===== src/rtl/ahb_arbiter_m3_pkg.sv =====
// ahb_defs: shared AHB encodings for the three-master arbiter.
//   htrans_e / hburst_e / hresp_e : bus field encodings
//   burst_beats_m1()              : HBURST -> number of beats after the first
package ahb_defs;

    typedef enum logic [1:0] {
        HT_IDLE   = 2'd0,
        HT_BUSY   = 2'd1,
        HT_NONSEQ = 2'd2,
        HT_SEQ    = 2'd3
    } htrans_e;

    typedef enum logic [2:0] {
        HB_SINGLE = 3'd0,
        HB_INCR   = 3'd1,
        HB_WRAP4  = 3'd2,
        HB_INCR4  = 3'd3,
        HB_WRAP8  = 3'd4,
        HB_INCR8  = 3'd5,
        HB_WRAP16 = 3'd6,
        HB_INCR16 = 3'd7
    } hburst_e;

    typedef enum logic [1:0] {
        HR_OKAY  = 2'd0,
        HR_ERROR = 2'd1,
        HR_RETRY = 2'd2,
        HR_SPLIT = 2'd3
    } hresp_e;

    // Remaining beats after the NONSEQ address. Undefined-length INCR
    // counts as 0 so it never blocks arbitration through the counter.
    function automatic logic [3:0] burst_beats_m1(input logic [2:0] hburst);
        logic [3:0] n;
        case (hburst)
            HB_WRAP4,  HB_INCR4:  n = 4'd3;
            HB_WRAP8,  HB_INCR8:  n = 4'd7;
            HB_WRAP16, HB_INCR16: n = 4'd15;
            default:              n = 4'd0;
        endcase
        return n;
    endfunction

endpackage


===== src/rtl/ahb_arb_pri3.sv =====
// ahb_arb_pri3: combinational priority picker for three requesters.
//   req  : request vector, bit x = master x
//   last : last owner (round-robin pointer), 0..2
//   rr   : 1 = round-robin starting after last, 0 = fixed (0 highest)
//   idx  : chosen master index (valid only when vld=1)
//   vld  : at least one request is pending
module ahb_arb_pri3 (
    input  logic [2:0] req,
    input  logic [1:0] last,
    input  logic       rr,
    output logic [1:0] idx,
    output logic       vld
);

    logic [2:0] s;
    logic [1:0] c;

    always_comb begin
        idx = 2'd0;
        vld = 1'b0;
        s   = 3'd0;
        c   = 2'd0;
        if (rr) begin
            // Walk the distances from the far end so the nearest requester
            // after 'last' is the one left standing. Distance 3 is 'last'
            // itself, so a lone requester keeps the bus.
            for (int k = 3; k >= 1; k--) begin
                s = 3'({1'b0, last}) + 3'(k);
                c = (s >= 3'd3) ? 2'(s - 3'd3) : s[1:0];
                if (req[c]) begin
                    idx = c;
                    vld = 1'b1;
                end
            end
        end else begin
            for (int i = 2; i >= 0; i--) begin
                if (req[i]) begin
                    idx = 2'(i);
                    vld = 1'b1;
                end
            end
        end
    end

endmodule


===== src/rtl/ahb_arbiter_m3.sv =====
// ahb_arbiter_m3: three-master AHB arbiter.
//   HCLK, HRESETn          : clock, synchronous active-low reset
//   HBUSREQ0..2, HLOCK0..2 : per-master request / lock request
//   HTRANS, HBURST, HRESP  : muxed bus control, used to track burst beats
//   HREADY                 : all state advances only when high
//   HGRANT0..2             : registered one-hot grant
//   HMASTER / HMASTERd     : address-phase / data-phase owner index
//   HMASTLOCK              : current address-phase transfer is locked
module ahb_arbiter_m3
    import ahb_defs::*;
#(
    parameter int P_NUM_MST = 3,
    parameter int P_DEFAULT = 0,
    parameter int P_RR      = 1
) (
    input  logic       HCLK,
    input  logic       HRESETn,
    input  logic       HBUSREQ0,
    input  logic       HBUSREQ1,
    input  logic       HBUSREQ2,
    input  logic       HLOCK0,
    input  logic       HLOCK1,
    input  logic       HLOCK2,
    input  logic [1:0] HTRANS,
    input  logic [2:0] HBURST,
    input  logic       HREADY,
    input  logic [1:0] HRESP,
    output logic       HGRANT0,
    output logic       HGRANT1,
    output logic       HGRANT2,
    output logic [3:0] HMASTER,
    output logic [3:0] HMASTERd,
    output logic       HMASTLOCK
);

    localparam logic [1:0] DEF_IDX = P_DEFAULT[1:0];

    logic [P_NUM_MST-1:0] req_vec;
    logic [3:0]           lock_vec;   // padded so a 2-bit index is always in range

    logic [1:0] gnt_q, mst_q, mstd_q, last_q;
    logic       lock_q, incr_q;
    logic [3:0] cnt_q, cnt_nxt;

    logic       is_nonseq, is_seq, cur_incr, permit;
    logic [1:0] pick_idx, new_idx;
    logic       pick_vld;

    assign req_vec   = {HBUSREQ2, HBUSREQ1, HBUSREQ0};
    assign lock_vec  = {1'b0, HLOCK2, HLOCK1, HLOCK0};
    assign is_nonseq = (HTRANS == HT_NONSEQ);
    assign is_seq    = (HTRANS == HT_SEQ);

    // Beats still owed after the address accepted at this edge. A non-OKAY
    // response ends the burst, even on the edge that starts a new one.
    always_comb begin
        cnt_nxt = cnt_q;
        if (is_nonseq)
            cnt_nxt = burst_beats_m1(HBURST);
        else if (is_seq && cnt_q != 4'd0)
            cnt_nxt = cnt_q - 4'd1;
        if (HRESP != HR_OKAY)
            cnt_nxt = 4'd0;
    end

    // The burst type in force at this edge: a NONSEQ brings its own.
    assign cur_incr = is_nonseq ? (HBURST == HB_INCR) : incr_q;

    assign permit = ((cnt_nxt == 4'd0) || cur_incr)
                  && !lock_vec[gnt_q]
                  && !(is_nonseq && cnt_nxt != 4'd0);

    ahb_arb_pri3 u_pri (
        .req  (req_vec),
        .last (last_q),
        .rr   (P_RR != 0),
        .idx  (pick_idx),
        .vld  (pick_vld)
    );

    assign new_idx = pick_vld ? pick_idx : DEF_IDX;

    always_ff @(posedge HCLK) begin
        if (!HRESETn) begin
            gnt_q  <= DEF_IDX;
            mst_q  <= DEF_IDX;
            mstd_q <= DEF_IDX;
            last_q <= DEF_IDX;
            lock_q <= 1'b0;
            incr_q <= 1'b0;
            cnt_q  <= 4'd0;
        end else if (HREADY) begin
            mst_q  <= gnt_q;
            mstd_q <= mst_q;
            lock_q <= lock_vec[gnt_q];
            cnt_q  <= cnt_nxt;
            if (is_nonseq)
                incr_q <= (HBURST == HB_INCR);
            // Pointer moves only on a real handover so a re-grant to the
            // same master does not skew the rotation.
            if (permit && new_idx != gnt_q) begin
                gnt_q  <= new_idx;
                last_q <= new_idx;
            end
        end
    end

    assign HGRANT0   = (gnt_q == 2'd0);
    assign HGRANT1   = (gnt_q == 2'd1);
    assign HGRANT2   = (gnt_q == 2'd2);
    assign HMASTER   = {2'b00, mst_q};
    assign HMASTERd  = {2'b00, mstd_q};
    assign HMASTLOCK = lock_q;

endmodule


===== config.mk =====
export PLATFORM = sky130hd
export DESIGN_NAME = ahb_arbiter_m3
export DESIGN_NICKNAME = d
export VERILOG_FILES = /design/src/rtl/ahb_arbiter_m3_pkg.sv /design/src/rtl/ahb_arb_pri3.sv /design/src/rtl/ahb_arbiter_m3.sv
export SDC_FILE = /design/constraint.sdc
export NUM_CORES = 1
export LEC_CHECK = 0
export CORE_UTILIZATION = 45
export DETAILED_ROUTE_END_ITERATION = 16
export PLACE_DENSITY_LB_ADDON = 0.12
export SYNTH_ARGS = -nofsm -noshare
export SYNTH_HDL_FRONTEND = slang
export SYNTH_SLANG_ARGS = --single-unit

===== constraint.sdc =====
create_clock -name HCLK -period 5.9 [get_ports HCLK]
set_input_delay 1.18 -clock HCLK [delete_from_list [all_inputs] [get_ports HCLK]]
set_output_delay 1.18 -clock HCLK [all_outputs]
set_load 0.01 [all_outputs]

[After elaboration in Yosys (flattened, before gate mapping)]
Cells that the tools add are included.
Word-level totals
  flip-flop bits (word level): 12
  logic and storage cells: 72
Cells by class
  add/sub/neg operators: 7
  muxes and demuxes: 23
  order comparisons: 7
  equal/unequal tests: 12
  reductions and logical operators: 17
Operators by type and width (count)
  $mux 2: 7
  $eq 3x3->1 const B: 4
  $lt 2x3->1 const B: 4
  $mux 4: 3
  $pmux 4 s3: 1
  $ge 3x2->1 const B: 3
  $bmux 1 s2: 4
  $mux 1: 8
  $reduce_bool 4->1: 2
  $add 2x2->3 const B: 2
  $eq 2x2->1 const B: 3
  $eq 3x2->1 const B: 2
  $reduce_or 2->1: 3
  $sub 2x2->2 const B: 3
  $logic_and 1x1->1: 5
  $logic_not 4->1: 1
  $sub 4x1->4 const B: 1
  $add 2x1->3 const B: 1
  $eq 3x1->1 const B: 1
  $eq 2x1->1 const B: 1
  $logic_not 1->1: 2
  $logic_not 2->1: 1
  $ne 2x2->1: 1
  $reduce_and 2->1: 1
  other kinds (2): 2

[Logic depth before layout (Yosys ltp)]
Gate-level depths: netlist of the first run.
  depth in word-level cells: 12
  mapped depth: 7

[By module]
From an unflattened synthesis of the first run, not the netlist that was laid out.
Unflattened totals
  cells, all modules: 131
  area, all modules: 1073.5 um2
By module, submodules not included
  ahb_arbiter_m3: cells each 97, sequential area each 240.2 um2, area each 813.3 um2, times used 1
  ahb_arb_pri3: cells each 34, sequential area each 0.0 um2, area each 260.2 um2, times used 1

[Worst setup path before layout of the first run]
OpenSTA, ideal clock, no wires.
  path type: input -> register
  start: in HTRANS[1]
  end: reg last_q[1]
  data arrival time: 2551 ps
  buffers on the path: 1
  path slack: 3285 ps
  stages: 6
  cell sequence: buf_2 > or3b_1 > o311ai_2 > o311ai_1 > or4b_1 > nand4_1
Between the ends
  word-level cells in the longest chain between the ends: 11
  elaborated cells between the ends (all ways): 16
Ends and longest elaborated chain
  from (decl): RTL line ahb_arbiter_m3.sv:24  | input logic [1:0] HTRANS,
  $eq 2x2->1: RTL line ahb_arbiter_m3.sv:52  | assign is_seq = (HTRANS == HT_SEQ);
  $logic_and 1x1->1: RTL line ahb_arbiter_m3.sv:60  | else if (is_seq && cnt_q != 4'd0)
  $mux 4: RTL line ahb_arbiter_m3.sv:60
  $mux 4: RTL line ahb_arbiter_m3.sv:58  | if (is_nonseq)
  $mux 4: RTL line ahb_arbiter_m3.sv:62  | if (HRESP != HR_OKAY)
  $logic_not 4->1 / $reduce_bool 4->1 (equally long branches): RTL line ahb_arbiter_m3.sv:69, ahb_arbiter_m3.sv:71
  $logic_or 1x1->1 / $logic_and 1x1->1 (equally long branches): RTL line ahb_arbiter_m3.sv:69, ahb_arbiter_m3.sv:71
  $logic_and 1x1->1 / $logic_not 1->1 (equally long branches): RTL line ahb_arbiter_m3.sv:70, ahb_arbiter_m3.sv:71
  $logic_and 1x1->1 *: RTL line ahb_arbiter_m3.sv:71  | && !(is_nonseq && cnt_nxt != 4'd0);
  $logic_and 1x1->1 *: RTL line ahb_arbiter_m3.sv:101  | if (permit && new_idx != gnt_q) begin
  $reduce_and 2->1 (no line) *
  to (signal assigned): RTL line ahb_arbiter_m3.sv:103  | last_q <= new_idx;
  to (decl): RTL line ahb_arbiter_m3.sv:41  | logic [1:0] gnt_q, mst_q, mstd_q, last_q;
Mark *: on every way between the ends. The rest lies on a longest branch, timed or not.
A chain may end at the register's enable or synchronous reset.

[Worst setup path after layout of the first run]
  start: in HREADY
  end: reg last_q[1]
Between the ends
  word-level cells in the longest chain between the ends: 1
Ends and longest elaborated chain
  from (decl): RTL line ahb_arbiter_m3.sv:26  | input logic HREADY,
  $reduce_and 2->1 (no line)
Every way passes these cells.

==> tab_implementation.tex, run 1 <==
\begin{tabular}{lr}
\hline
Metric & Value \\
\hline
\multicolumn{2}{l}{\textbf{Outcome}} \\
Status & complete, no violations \\
\multicolumn{2}{l}{\textbf{Worst setup path}} \\
Startpoint of the worst register-to-register path & cnt\_q[0] \\
Critical Path RT & 6.11 ns \\
Worst Path Arrival & between 3 and 4 ns \\
CP endpoint kind & flip-flop \\
Worst reg2reg path depth & 7 \\
CP Class & in2reg \\
Worst R2R Setup Slack & 3.80 ns \\
Biggest fanout along the worst timing path & 10 \\
CP Launch Type & input pin \\
Critical register-to-register path endpoint & last\_q[1] \\
\multicolumn{2}{l}{\textbf{Global routing}} \\
GR Overflow Total & 0 \\
Aggregate global-route resource usage & roughly 20\% \\
First-pass GRT wire length & 3084 um \\
Via count of the first global-routing pass & 714 \\
Number of antenna violations at the first check in global routing & 0 \\
Pin count of the biggest net entering global routing & 12 \\
\multicolumn{2}{l}{\textbf{Die}} \\
Die height & 46.90 um \\
Floorplan Core Area & about 1800 sq um \\
Die area & between 2000 and 2500 sq um \\
Number of top-level pins & 28 \\
Number of rows in the core area & 15 \\
Starting density of the core & around half \\
Width of the die & roughly 47 um \\
\multicolumn{2}{l}{\textbf{Final layout}} \\
Fraction of final layout cells sized beyond drive strength 1 & about 7.6\% \\
Area growth from synthesis to layout & 29.66\% \\
Net count reported at finish & around 160 \\
Number of antenna repair diodes & 0 \\
Number of fill cells & 180 \\
\multicolumn{2}{l}{\textbf{CTS}} \\
Buffer count from post-CTS setup fixing & 0 \\
H-tree Lvls & 1 \\
Number of sinks on the clock net & 12 \\
Cts-stage hold buffer count & 0 \\
Number of clock buffers inserted by TritonCTS & 3 \\
Clock root buffer & sky130\_fd\_sc\_hd\_\_clkbuf\_4 \\
Clock slew at the register clock pins of the worst setup and hold paths & around 0.070 ns \\
Number of buffers on the longest clock path & 2 \\
Clock latency on the worst-skew pair & 0.27 ns \\
Number of cells upsized or downsized after cts & 0 \\
Clock tree from TritonCTS & yes \\
\multicolumn{2}{l}{\textbf{Drt}} \\
First drt pass iteration count & 4 \\
Routed wire length & roughly 1900 um \\
Vias per inst & approximately 5.5 \\
WL met1 & just under 900 um \\
Wire length per cell after detailed routing & about 12 um \\
Detailed-route via count & roughly 850 \\
Residual antenna-violating net count after detailed routing & 0 \\
Top sig layer & met4 \\
Routed wire length on met3 & about 140 um \\
Routed met2 length & between 800 and 900 um \\
DR iter-0 viols & 35 \\
Count of unresolved DRC violations after routing & 0 \\
\multicolumn{2}{l}{\textbf{Min path}} \\
Hold Startpoint & mstd\_q[0] \\
Worst hold stages & 2 \\
End of the worst hold path & mstd\_q[0] \\
HP Class & reg2reg \\
\multicolumn{2}{l}{\textbf{Synthesis}} \\
Top area cells in the synthesized netlist & sky130\_fd\_sc\_hd\_\_dfxtp\_1, sky130\_fd\_sc\_hd\_\_ha\_1, sky130\_fd\_sc\_hd\_\_mux2i\_1 \\
Share of Yosys cell area claimed by the top area cell type & a little over a quarter \\
Area leader, netlist & sky130\_fd\_sc\_hd\_\_dfxtp\_1 \\
YS warnings & 0 \\
Most frequently used flop master after synthesis & sky130\_fd\_sc\_hd\_\_dfxtp\_1 \\
Most frequent cell after synthesis & sky130\_fd\_sc\_hd\_\_dfxtp\_1 \\
Async set or reset register ratio after synthesis & 0\% \\
Commonest cells post-synth & sky130\_fd\_sc\_hd\_\_dfxtp\_1, sky130\_fd\_sc\_hd\_\_nor2\_1, sky130\_fd\_sc\_hd\_\_inv\_1, sky130\_fd\_sc\_hd\_\_ha\_1 \\
Count of mapped cells out of synthesis & 107 \\
Synth cell types & 40 \\
Sequential element share of the synthesized area & between 20\% and 30\% \\
Netlist area before placement & slightly above 900 sq um \\
\#FFs+latches synth & 12 \\
Number of synthesized flops with an enable pin & 0 \\
Average cell area after synthesis & between 8 and 9 sq um \\
\multicolumn{2}{l}{\textbf{Timing}} \\
Unrepaired setup endpoints after global routing & false \\
Post-route clock skew & between 0.004 and 0.005 ns \\
Final setup violation count & 0 \\
Final critical delay including setup and external delays & 3.027 ns \\
Final hold violation count & 0 \\
Peak Freq & around 330 MHz \\
Final-layout worst hold slack & between 0.4 and 0.5 ns \\
Count of pins over their slew limit & 0 \\
Share of the clock period used by the worst path & about half \\
Fin Setup TNS & 0 ns \\
\multicolumn{2}{l}{\textbf{Flow run}} \\
Number of max-capacitance violations reported & 0 \\
\multicolumn{2}{l}{\textbf{Pwr}} \\
Static Leakage & $\sim$0.00043 uW \\
Worst VDD drop & 0.1418 mV \\
Cell area power density & between 150 and 200 nW/um\^{}2 \\
\multicolumn{2}{l}{\textbf{Placement}} \\
Port Buffer Count & 23 \\
Routability congestion estimate & roughly 0.89 \\
Half-perimeter wire length after detailed placement & between 1500 and 2000 um \\
\hline
\end{tabular}
metal layers:
| metal | vias to the layer above | GRT usage [%] |
|---|---|---|
| li1 | 432 | - |
| met1 | 380 | 24.77 |
| met2 | 36 | 32.22 |
| met3 | 4 | 6.923 |
| met4 | 0 | 8.571 |
| met5 | - | 0 |
cells by family (layout without fill, tap and decap cells):
group,after synthesis,in the layout,share of synthesized area (%)
and+or+nand+nor,40,40,25.10
AOI/OAI and AO/OA,25,25,21.93
buffers and inverters,15,36,8.138
DFF,12,12,26.48
adders and majority gates,7,7,9.655
muxes,7,7,8.276
other,1,4,0.4134
critical path: stages:
cell and delay (ns):
sky130_fd_sc_hd__clkdlybuf4s50_1 0.75, sky130_fd_sc_hd__inv_1 0.23, sky130_fd_sc_hd__a221oi_4 0.26, sky130_fd_sc_hd__o311ai_1 0.19, sky130_fd_sc_hd__or4b_1 0.54, sky130_fd_sc_hd__nand4_1 0.09
where the power goes:
part           switching [uW]  internal [uW]  total [uW]
Sequential               3.57           83.7        87.3
Combinational            25.7           28.0        53.7
Clock                    25.4           37.5        62.9
Total                    54.7            149         204
sequential cells by signal (all words and copies together) (netlist names):
name and cells:
incr_q 1, mst_q 2, last_q 2, HMASTLOCK 1
mstd_q 2, cnt_q 4
area by class of cell:
type	count	area, sq um	share of cell area [%]
timing repair buffer	23	230.2	19.57
multi-input combinational	83	604.3	51.38
sequential	12	240.2	20.43
clock buffer	4	36.28	3.085
tap	25	31.28	2.660
inverter	9	33.78	2.872
through the flow:
stage | utilization, % | setup WS (ns) | total power [uW] | cells | area [sq um]
after floorplan | - | 3.285 | 122.5 | 110 | 918.4
after global placement | 63.26 | 2.672 | 141.5 | 152 | 1140
after detailed placement | 63.26 | 2.603 | 142.8 | 152 | 1140
after CTS | 65.28 | 2.900 | 206.8 | 156 | 1176
after global routing | 65.28 | 2.768 | 216.3 | 156 | 1176
final | 65.28 | 2.873 | 203.9 | 156 | 1176
worst max path at each step:
stage | from | to | slack (ns) | cells after the start
after floorplan | HTRANS[1] | last_q[1] | 3.29 | 6
after global placement | HREADY | last_q[1] | 2.67 | 6
after detailed placement | HTRANS[1] | last_q[1] | 2.60 | 6
after CTS | HTRANS[1] | last_q[1] | 2.90 | 6
after global routing | HREADY | last_q[1] | 2.77 | 6
final | HREADY | last_q[1] | 2.87 | 6
cells in the final DEF, fill, tap and decap left out, types with 2 or more instances in the layout:
cell / count
sky130_fd_sc_hd__a21oi_1: 6
sky130_fd_sc_hd__clkbuf_4: 3
sky130_fd_sc_hd__clkdlybuf4s50_1: 23
sky130_fd_sc_hd__conb_1: 4
sky130_fd_sc_hd__dfxtp_1: 12
sky130_fd_sc_hd__ha_1: 7
sky130_fd_sc_hd__inv_1: 8
sky130_fd_sc_hd__mux2i_1: 6
sky130_fd_sc_hd__nand2_1: 4
sky130_fd_sc_hd__nand2b_1: 2
sky130_fd_sc_hd__nand3_1: 2
sky130_fd_sc_hd__nand4_1: 4
sky130_fd_sc_hd__nor2_1: 11
sky130_fd_sc_hd__nor2b_1: 2
sky130_fd_sc_hd__nor3_1: 4
sky130_fd_sc_hd__nor3b_1: 3
sky130_fd_sc_hd__o21ai_0: 5
sky130_fd_sc_hd__or2_2: 2
Note: power is estimated with default switching activity, not from simulation.
==> run 2, diff against run 1 <==
--- a/config.mk
+++ b/config.mk
@@ -5,7 +5,7 @@
 export SDC_FILE = /design/constraint.sdc
 export NUM_CORES = 1
 export LEC_CHECK = 0
-export CORE_UTILIZATION = 45
+export CORE_UTILIZATION = 41
 export DETAILED_ROUTE_END_ITERATION = 16
 export PLACE_DENSITY_LB_ADDON = 0.12
 export SYNTH_ARGS = -nofsm -noshare
==> constraint.sdc (replaced) <==
create_clock -name HCLK -period 2.42 [get_ports HCLK]
set_input_delay 0.484 -clock HCLK [delete_from_list [all_inputs] [get_ports HCLK]]
set_output_delay 0.484 -clock HCLK [all_outputs]
set_load 0.01 [all_outputs]
==> tab_implementation.tex, run 2 (synthesis results as in run 1) <==
\begin{tabular}{lr}
\hline
Metric & Value \\
\hline
\multicolumn{2}{l}{\textbf{Outcome}} \\
Status & complete, no violations \\
\multicolumn{2}{l}{\textbf{Flow run}} \\
Number of max-capacitance violations reported & 0 \\
\multicolumn{2}{l}{\textbf{Final layout}} \\
Area growth from synthesis to layout & 34.07\% \\
Most frequent standard cell in the layout excluding fill and tap cells & sky130\_fd\_sc\_hd\_\_clkdlybuf4s50\_1 \\
Number of antenna repair diodes & 0 \\
Register with the highest flop count & cnt\_q \\
Fraction of final layout cells sized beyond drive strength 1 & between 10\% and 20\% \\
Max reg flops & 4 \\
Layout Cell Area excl Fill & $\sim$1200 sq um \\
Net count reported at finish & between 150 and 200 \\
Most frequent cells in the layout & sky130\_fd\_sc\_hd\_\_clkdlybuf4s50\_1, sky130\_fd\_sc\_hd\_\_dfxtp\_1, sky130\_fd\_sc\_hd\_\_nor2\_1, sky130\_fd\_sc\_hd\_\_inv\_1, sky130\_fd\_sc\_hd\_\_ha\_1 \\
\multicolumn{2}{l}{\textbf{Die}} \\
Die height & approximately 50 um \\
Number of top-level pins & 28 \\
Floorplan Core Area & between 2000 and 2500 sq um \\
Number of rows in the core area & 16 \\
Die area & 2404 sq um \\
Width of the die & 49.04 um \\
Starting density of the core & $\sim$45\% \\
\multicolumn{2}{l}{\textbf{Worst setup path}} \\
CP Class & in2reg \\
Worst Path Arrival & 2.47 ns \\
Biggest fanout along the worst timing path & 9 \\
Critical Path RT & between 2 and 3 ns \\
CP endpoint kind & flip-flop \\
CP Launch Type & input pin \\
\multicolumn{2}{l}{\textbf{CTS}} \\
Clock tree from TritonCTS & yes \\
H-tree Lvls & 1 \\
Number of buffers on the longest clock path & 2 \\
Buffer count from post-CTS setup fixing & 0 \\
Cts-stage hold buffer count & 0 \\
Clock slew at the register clock pins of the worst setup and hold paths & approximately 0.070 ns \\
Number of clock buffers inserted by TritonCTS & 3 \\
Number of sinks on the clock net & 12 \\
Clock root buffer & sky130\_fd\_sc\_hd\_\_clkbuf\_4 \\
Number of cells upsized or downsized after cts & 0 \\
Clock latency on the worst-skew pair & between 0.2 and 0.3 ns \\
\multicolumn{2}{l}{\textbf{Drt}} \\
Wire length per cell after detailed routing & approximately 12 um \\
Residual antenna-violating net count after detailed routing & 0 \\
Vias per inst & 5.166 \\
DR iter-0 viols & 18 \\
Routed wire length & roughly 2000 um \\
First drt pass iteration count & 4 \\
Count of unresolved DRC violations after routing & 0 \\
Detailed-route via count & 842 \\
\multicolumn{2}{l}{\textbf{Min path}} \\
HP Class & reg2reg \\
\multicolumn{2}{l}{\textbf{Global routing}} \\
Pin count of the biggest net entering global routing & 10 \\
Aggregate global-route resource usage & between 10\% and 20\% \\
First-pass GRT wire length & 3560 um \\
Number of antenna violations at the first check in global routing & 0 \\
Via count of the first global-routing pass & just under 800 \\
GR Overflow Total & 0 \\
\multicolumn{2}{l}{\textbf{Pwr}} \\
Cell area power density & around 420 nW/um\^{}2 \\
Static Leakage & $\sim$0.00045 uW \\
Total Power & around 500 uW \\
Worst VDD drop & approximately 0.27 mV \\
\multicolumn{2}{l}{\textbf{Timing}} \\
Final hold violation count & 0 \\
Final critical delay including setup and external delays & around 2.3 ns \\
Post-route setup slack & around 0.16 ns \\
Unrepaired setup endpoints after global routing & false \\
Peak Freq & approximately 440 MHz \\
Final setup violation count & 0 \\
Count of pins over their slew limit & 0 \\
Share of the clock period used by the worst path & approximately 93\% \\
Post-route clock skew & approximately 0.0021 ns \\
Final-layout worst hold slack & around 0.5 ns \\
\multicolumn{2}{l}{\textbf{Placement}} \\
Post-place setup slack & -0.1058 ns \\
Half-perimeter wire length after detailed placement & between 1500 and 2000 um \\
Placement-stage cell area & approximately 1200 sq um \\
Routability congestion estimate & roughly 0.79 \\
Port Buffer Count & 23 \\
\hline
\end{tabular}
==> run 2: area by class of cell <==
type / instances / area, sq um
Tap cell: 27 / 33.78
Multi-Input combinational cell: 83 / 604.3
Sequential cell: 12 / 240.2
Inverter: 9 / 33.78
Timing Repair Buffer: 28 / 267.8
Clock buffer: 4 / 36.28
Fill cell: 195 / 805.8
==> run 2: per-layer routing <==
layer | GRT usage [%] | vias to the layer above | part of all wire [%] | routed length [um]
met4 | 2.941 | 0 | 0 | 0
met2 | 30.09 | 29 | 45 | 882
li1 | - | 442 | - | -
met1 | 24.71 | 371 | 48 | 943
met5 | 0 | - | 0 | 0
met3 | 4.984 | 0 | 6.9 | 136
==> run 2: through the flow <==
step	utilization, %	std cells	TNS (ns)
floorplan	-	110	0
global placement	58.35	159	-0.05568
detailed placement	58.35	159	-0.1272
CTS	60.15	163	0
global route	60.15	163	0
finish	60.15	163	0
==> run 2: worst paths after layout <==
kind	startpoint	slack (ns)	to	cells after the start
min	incr_q	0.50	incr_q	2
max	HTRANS[1]	0.16	last_q[1]	6
min reg2reg	incr_q	0.50	incr_q	2
max reg2reg	last_q[0]	0.32	last_q[1]	7
==> run 2: critical path, cell delays in order <==
cell                              delay (ns)
sky130_fd_sc_hd__clkdlybuf4s50_1        0.51
sky130_fd_sc_hd__or2_2                  0.32
sky130_fd_sc_hd__a221oi_1               0.36
sky130_fd_sc_hd__o311ai_1               0.17
sky130_fd_sc_hd__or4b_1                 0.54
sky130_fd_sc_hd__nand4_1                0.10
==> run 2: where the power goes <==
group          leakage (uW)  switching [uW]  internal [uW]
Sequential        0.0000973            8.88            204
Combinational      0.000335            64.1           74.1
Clock             0.0000210            66.6           91.5
